## src/rtl/div_unit.sv

```systemverilog
// Iterative radix-2 restoring divider for DIV/DIVU/REM/REMU with valid/ready handshakes.
// Optional macro DIV_EARLY_OUT_EN: finish in one cycle when |B| > |A|.
module div_unit #(
    parameter int N = 32
) (
    input  logic         clk,
    input  logic         rst,
    input  logic         kill,
    input  logic         in_valid,
    output logic         in_ready,
    input  logic [N-1:0] A,
    input  logic [N-1:0] B,
    input  logic [1:0]   DivSel,
    output logic         out_valid,
    input  logic         out_ready,
    output logic [N-1:0] DivRes,
    output logic         busy
);
    localparam int CW = $clog2(N);

    typedef enum logic [1:0] {IDLE, CALC, DONE} state_t;

    state_t        state, state_nxt;
    logic [CW-1:0] cnt;
    logic [N-1:0]  dvd;     // dividend magnitude shifting out, quotient bits shifting in
    logic [N-1:0]  rem;
    logic [N-1:0]  mag_b;
    logic          rem_sel, neg_q, neg_r;

    logic          accept, is_signed, div_zero, ovf, early, special;
    logic [N-1:0]  mag_a_in, mag_b_in, spec_q, spec_r, spec_res;
    logic [N:0]    r_shift, r_sub;
    logic          ge, last;
    logic [N-1:0]  r_step, q_step, q_fin, r_fin, res_fin;

    assign in_ready  = (state == IDLE) && !rst;
    assign accept    = in_valid && in_ready && !kill;
    assign is_signed = ~DivSel[0];

    // Magnitudes of the most negative value wrap to 2^(N-1), which is correct as unsigned.
    assign mag_a_in = (is_signed && A[N-1]) ? -A : A;
    assign mag_b_in = (is_signed && B[N-1]) ? -B : B;

    assign div_zero = (B == '0);
    assign ovf      = is_signed && (A == {1'b1, {(N-1){1'b0}}}) && (B == '1);
`ifdef DIV_EARLY_OUT_EN
    assign early    = (mag_b_in > mag_a_in);
`else
    assign early    = 1'b0;
`endif
    assign special  = div_zero || ovf || early;

    always_comb begin
        spec_q = '0;
        spec_r = A;
        if (div_zero) begin
            spec_q = '1;
        end else if (ovf) begin
            spec_q = {1'b1, {(N-1){1'b0}}};
            spec_r = '0;
        end
    end
    assign spec_res = DivSel[1] ? spec_r : spec_q;

    // Partial remainder stays below 2^N, so the borrow of the N+1 bit subtraction is the compare.
    assign r_shift = {rem, dvd[N-1]};
    assign r_sub   = r_shift - {1'b0, mag_b};
    assign ge      = ~r_sub[N];
    assign r_step  = ge ? r_sub[N-1:0] : r_shift[N-1:0];
    assign q_step  = {dvd[N-2:0], ge};
    assign last    = (cnt == CW'(N-1));

    assign q_fin   = neg_q ? -q_step : q_step;
    assign r_fin   = neg_r ? -r_step : r_step;
    assign res_fin = rem_sel ? r_fin : q_fin;

    always_ff @(posedge clk) begin
        if (rst) state <= IDLE;
        else     state <= state_nxt;
    end

    always_comb begin
        state_nxt = state;
        case (state)
            IDLE:    if (accept) state_nxt = special ? DONE : CALC;
            CALC:    if (last) state_nxt = DONE;
            DONE:    if (out_ready) state_nxt = IDLE;
            default: state_nxt = IDLE;
        endcase
        if (kill) state_nxt = IDLE;
    end

    always_ff @(posedge clk) begin
        if (rst) begin
            out_valid <= 1'b0;
            DivRes    <= '0;
            busy      <= 1'b0;
            cnt       <= '0;
            dvd       <= '0;
            rem       <= '0;
            mag_b     <= '0;
            rem_sel   <= 1'b0;
            neg_q     <= 1'b0;
            neg_r     <= 1'b0;
        end else begin
            busy <= (state_nxt != IDLE);
            if (kill) begin
                out_valid <= 1'b0;
                cnt       <= '0;
            end else begin
                case (state)
                    IDLE: if (accept) begin
                        dvd     <= mag_a_in;
                        mag_b   <= mag_b_in;
                        rem     <= '0;
                        cnt     <= '0;
                        rem_sel <= DivSel[1];
                        neg_q   <= is_signed && (A[N-1] ^ B[N-1]);
                        neg_r   <= is_signed && A[N-1];
                        if (special) begin
                            DivRes    <= spec_res;
                            out_valid <= 1'b1;
                        end
                    end
                    CALC: begin
                        rem <= r_step;
                        dvd <= q_step;
                        cnt <= cnt + CW'(1);
                        if (last) begin
                            DivRes    <= res_fin;
                            out_valid <= 1'b1;
                            cnt       <= '0;
                        end
                    end
                    DONE: if (out_ready) out_valid <= 1'b0;
                    default: ;
                endcase
            end
        end
    end
endmodule
```

## config.mk

```make
export PLATFORM = sky130hd
export DESIGN_NAME = div_unit
export DESIGN_NICKNAME = d
export VERILOG_FILES = /design/src/rtl/div_unit.sv
export SDC_FILE = /design/constraint.sdc
export NUM_CORES = 1
export LEC_CHECK = 0
export ABC_AREA = 1
export BUFFER_PORTS_ARGS = -buffer_cell sky130_fd_sc_hd__buf_2
export CORE_UTILIZATION = 60
export CTS_BUF_LIST = sky130_fd_sc_hd__clkbuf_4
export DETAILED_ROUTE_END_ITERATION = 8
export GPL_TIMING_DRIVEN = 0
export PLACE_DENSITY = 0.8
export SYNTH_ARGS = -nofsm -noshare
export SYNTH_HDL_FRONTEND = slang
export SYNTH_SLANG_ARGS = --single-unit
```

## constraint.sdc

```tcl
create_clock -name clk -period 5.6 [get_ports clk]
set_clock_uncertainty 0.1 [all_clocks]
set_input_delay 1.12 -clock clk [delete_from_list [all_inputs] [get_ports clk]]
set_output_delay 1.12 -clock clk [all_outputs]
set_load 0.01 [all_outputs]
```

==> results.yml, run 1 <==
clock_network:
  clock_path_buffers: 2
  clk_pin_slew_ps: 130
  cts_tree: "built"
  cts_sinks: 140
  clock_latency_ps: 580
  ctsHoldBuffers: 0
  root_buffer: "clkbuf_4"
  cts-htree-levels: 4
  cts_made_buffers: 17
sta:
  drv_slew: 0
  finalHoldViolations: 0
  relSlewSlack_pct: 36.8
  hold_slack_ps: 373
  rsz0062_at_grt: "false"
  min_period_ps: 5030
  worst_pin_slew_ps: 949
  fmax_mhz: 199
  fin_setup_tns_ps: 0
  period_share_pct: 89.9
  setup_viol: 0
grt:
  gr-total-overflow: 0
  grt_pass1_wl_mm: 69.9
  grt_max_degree: 17
  grt_pass1_vias: 13400
  grt_antenna_before_repair: 2
  grtUsageTotal_pct: 41.2
worst_setup_path:
  worstSetupStartpointType: "flop"
  worstSetupEndpointType: "flop"
  worstPathArrival_ps: 5380
  required_ps: 5950
  path_max_fanout: 10
  slowest_delay_ps: 420
  slowest_stage: "fa_1"
  critPathKind: "flop to flop"
  crit_top_cell: "nand2_1"
floorplanning:
  die_area_um2: 21700
  die_w_um: 147
  num_rows: 52
  start_util_pct: 61.9
  dieHeight_um: 147
  num_io_pins: 106
  coreArea_um2: 20500
yosys:
  netlist_instances: 2194
  yosys.cell_types.count: 53
  syn-num-nets: 2305
  synth_area_leaders: "dfxtp_1 22%, nand2_1 20%, inv_1 8.3%"
  avgSynthCellArea_um2: 5.78
  seq_area_frac_synth_pct: 22.1
  synth-seq-cells: 140
  synthFlopType: "dfxtp_1"
  synth_mux_area_share_pct: 0
  ys.warnings.count: 0
  yosysTopAreaCellShare_pct: 22.1
  synth_top_family_by_area: "simple AND/OR/NAND/NOR gates"
  synthTopCellsByCount: "670 x nand2_1, 280 x inv_1, 197 x a21oi_1"
  netlist_area_um2: 12700
  synth-adder-area-share_pct: 4.01
  synth-xor-area-share_pct: 4.07
  synth_compound_area_share_pct: 18.2
  synth_top_area_cell: "dfxtp_1"
  async_flop_share_pct: 0
  synthSimpleGateAreaFrac_pct: 40.1
  synth-edff-count: 0
  synth_most_common_cell: "nand2_1"
route:
  top_layer: "met5"
  dr.first_iter.drc_count: 1585
  post-route-drc-count: 0
  wl_met2_mm: 19.0
  firstDrtPassIters: 6
  vias: 15100
  final_antenna_net_count: 0
  viasPerCell: 5.82
  wl_met3_mm: 4.87
  wire_per_inst_um: 17.2
  drt-met1-wl_mm: 19.5
  drt_wl_total_mm: 44.7
placed_design:
  post-dp-hpwl_mm: 36.0
  gp_congestion: 0.990
  port_buffers: 104
  dp.cells: 2568
final_layout:
  synthToLayoutAreaGrowth_pct: 9.00
  final_util_pct: 67.4
  final_cells: 2601
  final.fill_count: 2016
  layout.nets: 2428
  drive_gt1_share_pct: 10.6
outcome:
  status: "complete, no violations"
power_and_ir_drop:
  worst_ir_drop_vdd_mv: 0.190
  p_leak_nw: 6.80
  finalPower_mw: 3.63
  power_density_nw_per_um2: 262
hold_path:
  hold_class: "flop to flop"
job:
  cap_violations: 0
registers in the layout, indices dropped and copies added (netlist names):
name / count
DivRes: 32
dvd: 32
mag_b: 32
rem: 32
cnt: 5
state: 2
busy: 1
neg_q: 1
neg_r: 1
out_valid: 1
rem_sel: 1
logic make-up (layout without fill, tap and decap cells):
group	count (synthesis)	count (layout)
adder cells (fa/ha/maj)	40	40
AO/OA/AOI/OAI	413	413
XOR/XNOR	59	59
flip-flops	140	140
buffers and inverters	376	512
other	0	1
AND/OR/NAND/NOR	1166	1166
power breakdown:
group	leakage, nW	switching, mW	internal [mW]
Clock	0.141	0.451	0.227
Sequential	1.13	0.0302	1.03
Combinational	5.52	1.30	0.586
routing by layer:
layer | up-vias | track usage, %
li1 | 7327 | -
met1 | 6859 | 58.0
met2 | 834 | 62.9
met3 | 108 | 8.06
met4 | 2 | 13.5
met5 | - | 0
area by class of cell:
class	count	area, um2	share of cell area, %
clock buffer	17	128	0.923
timing repair buffer	104	520	3.77
clock inverter	15	140	1.01
antenna	1	2.50	0.0181
buffer	85	375	2.72
tap	270	338	2.44
sequential	140	2800	20.3
inverter	291	1090	7.90
multi-input combinational	1678	8420	60.9
metrics by stage:
stage | area, um2 | setup slack, ps
after floorplan | 12700 | 1370
after global placement | 13500 | 524
after detailed placement | 13500 | 471
after CTS | 13800 | 400
after global routing | 13800 | 23.8
final | 13800 | 566
final timing paths:
check / slack (ps) / start / endpoint / cells past startpoint
setup / recovery: 570 / dvd[31] / DivRes[30] / 31
hold reg to reg: 370 / cnt[3] / cnt[3] / 2
hold / removal: 370 / cnt[3] / cnt[3] / 2
setup reg to reg: 570 / dvd[31] / DivRes[30] / 31
critical path, delay by kind of cell, from the launching register on:
kind / cells / cell delay, ps
AOI/OAI and AO/OA: 3 / 420
buffers and inverters: 5 / 520
xor gates and xnor gates: 1 / 170
adders and majority gates: 3 / 870
and+or+nand+nor: 19 / 2470
DFF: 1 / 360
timing repair:
item                       in CTS  in global routing
setup endpoints to repair       0                  5
gates resized for setup         0                  3
setup buffers                   0                  0
layout by cell type, fill, tap and decap left out, types with 18 or more instances in the layout:
cell type	synthesis	layout
nor2_1	192	191
nand3_1	156	156
ha_1	39	39
nand2_2	27	27
nor3_1	37	35
dfxtp_1	140	140
nand4_1	23	23
inv_1	280	280
xor2_1	41	41
xnor2_1	18	18
o21ai_0	133	133
clkbuf_1	69	69
a21oi_1	197	197
nand2_1	670	670
buf_2	5	109
(Power assumes the default switching activity.)
==> run 2: changes to the inputs <==
ABC_AREA = not set   (was 1)
==> results.yml, run 2 <==
clock_network:
  cts_tree: "built"
  clk_pin_slew_ps: 150
  clock_path_buffers: 2
  cts_sinks: 140
  cts-htree-levels: 4
  clock_latency_ps: 610
  root_buffer: "clkbuf_4"
  cts_made_buffers: 17
yosys:
  async_flop_share_pct: 0
  syn-num-nets: 1744
  synth-edff-count: 0
  netlist_instances: 1633
  synth_area_leaders: "dfxtp_1 24%, a21oi_1 8.0%, nor2_1 7.5%"
  synth_most_common_cell: "nor2_1"
  yosys.cell_types.count: 90
  yosysTopAreaCellShare_pct: 23.9
  ys.warnings.count: 0
  synthTopCellsByCount: "233 x nor2_1, 188 x a21oi_1, 140 x dfxtp_1"
  netlist_area_um2: 11700
  avgSynthCellArea_um2: 7.18
  synth-seq-cells: 140
  seq_area_frac_synth_pct: 23.9
  synthFlopType: "dfxtp_1"
  synth_top_area_cell: "dfxtp_1"
worst_setup_path:
  r2r_setup_slack_ps: 150
  worstSetupEndpointType: "flop"
  slowest_stage: "a2111oi_0"
  critPathLaunch: "dvd[31]"
  required_ps: 6060
  r2r_end: "DivRes[28]"
  crit_cells: 20
  reg2reg_depth: 20
  slowest_delay_ps: 530
  path_max_fanout: 14
  r2r-start: "dvd[31]"
  cpLargestDelayFamily: "compound AO/OA/AOI/OAI gates"
  worstPathArrival_ps: 5900
  worstSetupStartpointType: "flop"
  cp-endpoint: "DivRes[28]"
  cp_cell_sequence: "inv_1 -> ha_1 -> fa_1 -> nor2b_2 -> o31a_1 -> o211ai_2 -> a2111oi_4 -> o21a_1 -> nor2_1 -> bufinv_8 -> buf_6 -> ha_1 -> inv_1 -> nor3_1 -> nand3_1 -> o31ai_1 -> xor2_1 -> a2111oi_0 -> a21oi_1 -> a21oi_1"
  path_buf_inv: 4
  critPathKind: "flop to flop"
route:
  drt_wl_total_mm: 42.1
  viasPerCell: 6.68
  vias: 13600
  firstDrtPassIters: 6
  post-route-drc-count: 0
  wire_per_inst_um: 20.7
  final_antenna_net_count: 0
  dr.first_iter.drc_count: 1686
floorplanning:
  die_w_um: 142
  num_rows: 50
  coreArea_um2: 19000
  num_io_pins: 106
  start_util_pct: 61.9
  die_area_um2: 20100
  dieHeight_um: 142
power_and_ir_drop:
  worst_ir_drop_vdd_mv: 0.214
  p_leak_nw: 4.98
  finalPower_mw: 3.18
  power_density_nw_per_um2: 246
placed_design:
  dp.cells: 1997
  post-dp-hpwl_mm: 32.8
  gp_congestion: 0.979
  port_buffers: 104
sta:
  finalHoldViolations: 0
  drv_slew: 0
  worst_pin_slew_ps: 1190
  relSlewSlack_pct: 19.8
  setup_viol: 0
  min_period_ps: 5450
  hold_slack_ps: 343
  fin_setup_tns_ps: 0
  period_share_pct: 97.3
  fmax_mhz: 184
outcome:
  status: "complete, no violations"
grt:
  grt_antenna_before_repair: 1
  grt_pass1_vias: 12100
  grtUsageTotal_pct: 41.6
  grt_pass1_wl_mm: 64.6
  grt_max_degree: 17
  gr-total-overflow: 0
final_layout:
  final_cell_mix: "233 x nor2_1, 185 x a21oi_1, 139 x dfxtp_1"
  drive_gt1_share_pct: 12.3
  final.fill_count: 1750
  final_cells: 2032
  seq_area_um2: 2810
  final_util_pct: 68.3
  multiInputGateArea_um2: 8270
  synthToLayoutAreaGrowth_pct: 10.3
  layout.nets: 1869
  mostFrequentLayoutCell: "nor2_1"
hold_path:
  hold_class: "flop to flop"
job:
  cap_violations: 0
-- run 2: cell count changes after synthesis, sizes merged, moves of 23 or more --
cell	before	now
o21ai	140	87
nand3	164	27
o31ai	3	31
or3	1	24
a211oi	3	76
nand2	709	101
nor2	203	233
nor3	43	77
inv	289	63
a22oi	2	26
xnor2	18	63
-- run 2: stage by stage --
stage	setup slack [ps]	cell area [um2]
6_report	154	12900
5_1_grt	-40.6	12900
4_1_cts	6.88	12800
3_5_place_dp	-615	12600
3_3_place_gp	-512	12600
2_1_floorplan	685	11700
-- run 2: area by class of cell --
type / count / share of cell area [%]
Clock buffer: 17 / 0.986
Inverter: 63 / 1.93
Buffer: 116 / 3.78
Tap cell: 260 / 2.51
Timing Repair Buffer: 107 / 4.20
Clock inverter: 15 / 0.986
Sequential cell: 140 / 21.7
Antenna cell: 1 / 0.0193
Multi-Input combinational cell: 1313 / 63.9
-- run 2: cells by family (layout without fill, tap and decap cells) --
| family | after synthesis | count (layout) | share of synthesized area (%) |
|---|---|---|---|
| other | 0 | 1 | 0 |
| buffers and inverters | 180 | 318 | 6.09 |
| AO/OA/AOI/OAI | 546 | 546 | 30.9 |
| adder cells (fa/ha/maj) | 40 | 40 | 4.33 |
| flip-flops | 140 | 140 | 23.9 |
| AND/OR/NAND/NOR | 588 | 588 | 24.0 |
| multiplexers | 20 | 20 | 1.81 |
| XOR/XNOR | 119 | 119 | 8.88 |
-- run 2: worst reg2reg max path, cell delays in order (launching register included) --
cell       delay, ps
dfxtp_4          440
inv_1             60
ha_1             220
fa_1             420
nor2b_2          190
o31a_1           260
o211ai_2         180
a2111oi_4        480
o21a_1           230
nor2_1            80
bufinv_8         280
buf_6            190
ha_1             260
inv_1            150
nor3_1           510
nand3_1          210
o31ai_1          290
xor2_1           110
a2111oi_0        530
a21oi_1           80
a21oi_1          130
-- run 2: worst min path at each step --
stage                 endpoint  startpoint  slack (ps)  cells past startpoint
floorplan               cnt[3]      cnt[3]         320                      1
CTS                 DivRes[21]  DivRes[21]         340                      2
global placement    DivRes[21]  DivRes[21]         320                      2
global route        DivRes[21]  DivRes[21]         390                      2
finish              DivRes[21]  DivRes[21]         340                      2
detailed placement  DivRes[21]  DivRes[21]         320                      2
-- run 2: repair_timing --
item,CTS,global route
hold buffers,0,0
buffers inserted,0,3
gates resized for setup,7,20
setup endpoints to repair,12,11
cloned,0,0
pin swaps,0,3
-- run 2: report_power, final --
part	leakage (nW)	total [mW]	switching [mW]	internal, mW
logic	3.70	1.45	0.935	0.512
registers	1.14	1.06	0.0347	1.03
clock network	0.138	0.668	0.477	0.191
total	4.98	3.18	1.45	1.73
-- run 2: metal layers --
metal  vias to the layer above  track usage [%]  share of wire (%)
met5                         -                0                  0
met1                      6313             56.2                 41
li1                       6232                -                  -
met4                         0             16.3                3.6
met3                       142             10.1                 13
met2                       880             63.5                 43
==> run 3: changes to the inputs <==
==> constraint.sdc (replaced) <==
create_clock -name clk -period 5.6 [get_ports clk]
set_clock_uncertainty 0.1 [all_clocks]
set_input_delay 0 -clock clk [delete_from_list [all_inputs] [get_ports clk]]
set_output_delay 0 -clock clk [all_outputs]
set_load 0.01 [all_outputs]
==> results.yml, run 3 (synthesis results as in run 2) <==
outcome:
  status: "complete, no violations"
final_layout:
  final_cell_mix: "233 x nor2_1, 185 x a21oi_1, 139 x dfxtp_1"
  seq_area_um2: 2810
  multiInputGateArea_um2: 8270
  drive_gt1_share_pct: 11.7
  layout.nets: 1968
  synthToLayoutAreaGrowth_pct: 18.8
  final.fill_count: 1540
  mostFrequentLayoutCell: "nor2_1"
  fin_area_um2: 13900
  final_util_pct: 73.5
  final_cells: 2132
sta:
  relSlewSlack_pct: 17.4
  period_share_pct: 96.8
  hold_slack_ps: 154
  fin_ws_ps: 182
  fin_setup_tns_ps: 0
  setup_viol: 0
  finalHoldViolations: 0
  min_period_ps: 5420
  drv_slew: 0
  fmax_mhz: 185
  worst_pin_slew_ps: 1230
route:
  drt_wl_total_mm: 44.6
  viasPerCell: 6.67
  dr.first_iter.drc_count: 1816
  firstDrtPassIters: 9
  final_antenna_net_count: 0
  wire_per_inst_um: 20.9
  post-route-drc-count: 0
  vias: 14200
power_and_ir_drop:
  p_leak_nw: 5.40
  finalPower_mw: 3.25
  pwr-share-comb_pct: 46.7
  worst_ir_drop_vdd_mv: 0.188
  swShare_pct: 45.0
  power_density_nw_per_um2: 233
  pwr-share-clk_pct: 20.5
  p_seq_share_pct: 32.7
  p_int_mw: 1.79
  net-switching-power_mw: 1.46
grt:
  grt_max_degree: 17
  grt_pass1_vias: 13100
  grt_pass1_wl_mm: 69.1
  gr-total-overflow: 0
  grt_antenna_before_repair: 1
  grtUsageTotal_pct: 44.3
clock_network:
  clock_latency_ps: 600
  cts_tree: "built"
  clock_path_buffers: 2
  cts-htree-levels: 4
  clk_pin_slew_ps: 150
  cts_made_buffers: 17
  root_buffer: "clkbuf_4"
  cts_sinks: 140
floorplanning:
  die_w_um: 142
  die_area_um2: 20100
  num_rows: 50
  coreArea_um2: 19000
  start_util_pct: 61.9
  dieHeight_um: 142
  num_io_pins: 106
worst_setup_path:
  critPathKind: "flop to flop"
  worstPathArrival_ps: 5870
  worstSetupStartpointType: "flop"
  path_max_fanout: 14
  required_ps: 6050
  worstSetupEndpointType: "flop"
placed_design:
  dpl_cell_area_um2: 12600
  port_buffers: 104
  dp_slack_ps: -615
  dp.cells: 1997
  gp_congestion: 0.979
  post-dp-hpwl_mm: 32.8
job:
  cap_violations: 0
hold_path:
  hold_class: "input port to flop"
[run 3: final cells by class]
type                    instances  share of cell area, %
multi-input cells            1313                   59.4
flip-flops and latches        140                   20.1
repair buffers                206                   11.0
plain buffers                 116                   3.51
well taps                     260                   2.33
inverters                      63                   1.80
clock buffers                  17                  0.916
clock inverters                15                  0.916
diodes                          2                 0.0359
[run 3: final timing paths]
path	from	end	slack (ps)	depth (start not counted)
hold reg to reg	DivRes[21]	DivRes[21]	340	2
setup / recovery	dvd[31]	DivRes[28]	180	20
hold / removal	B[0]	mag_b[0]	150	4
setup reg to reg	dvd[31]	DivRes[28]	180	20
[run 3: worst max-delay path, stage by stage, from the launching register on]
cell,delay (ps)
dfxtp_4,440
inv_1,60
ha_1,220
fa_1,420
nor2b_2,190
o31a_1,240
o211ai_2,180
a2111oi_4,480
o21a_1,230
nor2_1,80
bufinv_8,280
buf_6,180
ha_1,270
inv_1,150
nor3_1,520
nand3_1,210
o31ai_1,280
xor2_1,110
a2111oi_0,500
a21oi_1,80
a21oi_1,130
[run 3: metal layers]
metal  share of wire, %  vias to the layer above  global-route usage (%)
met1                 39                     6554                    58.6
li1                   -                     6444                       -
met3                 13                      201                    10.0
met2                 43                     1013                    67.7
met4                4.9                        0                    21.6
met5                  0                        -                       0
[run 3: timing repair]
action                     CTS  global route
hold buffers                99             0
hold endpoints to repair   107             0
buffers inserted             0             3
pin swaps                    0             3
gates resized for setup      7            21
setup endpoints to repair   12            11
cloned                       0             0
[run 3: power groups by stage]
stage | sequential, mW | clock, mW | combinational, mW
floorplan | 1.07 | 0 | 0.970
global placement | 1.08 | 0 | 1.32
detailed placement | 1.08 | 0 | 1.34
CTS | 1.06 | 0.655 | 1.41
global route | 1.07 | 0.693 | 1.61
finish | 1.06 | 0.667 | 1.52
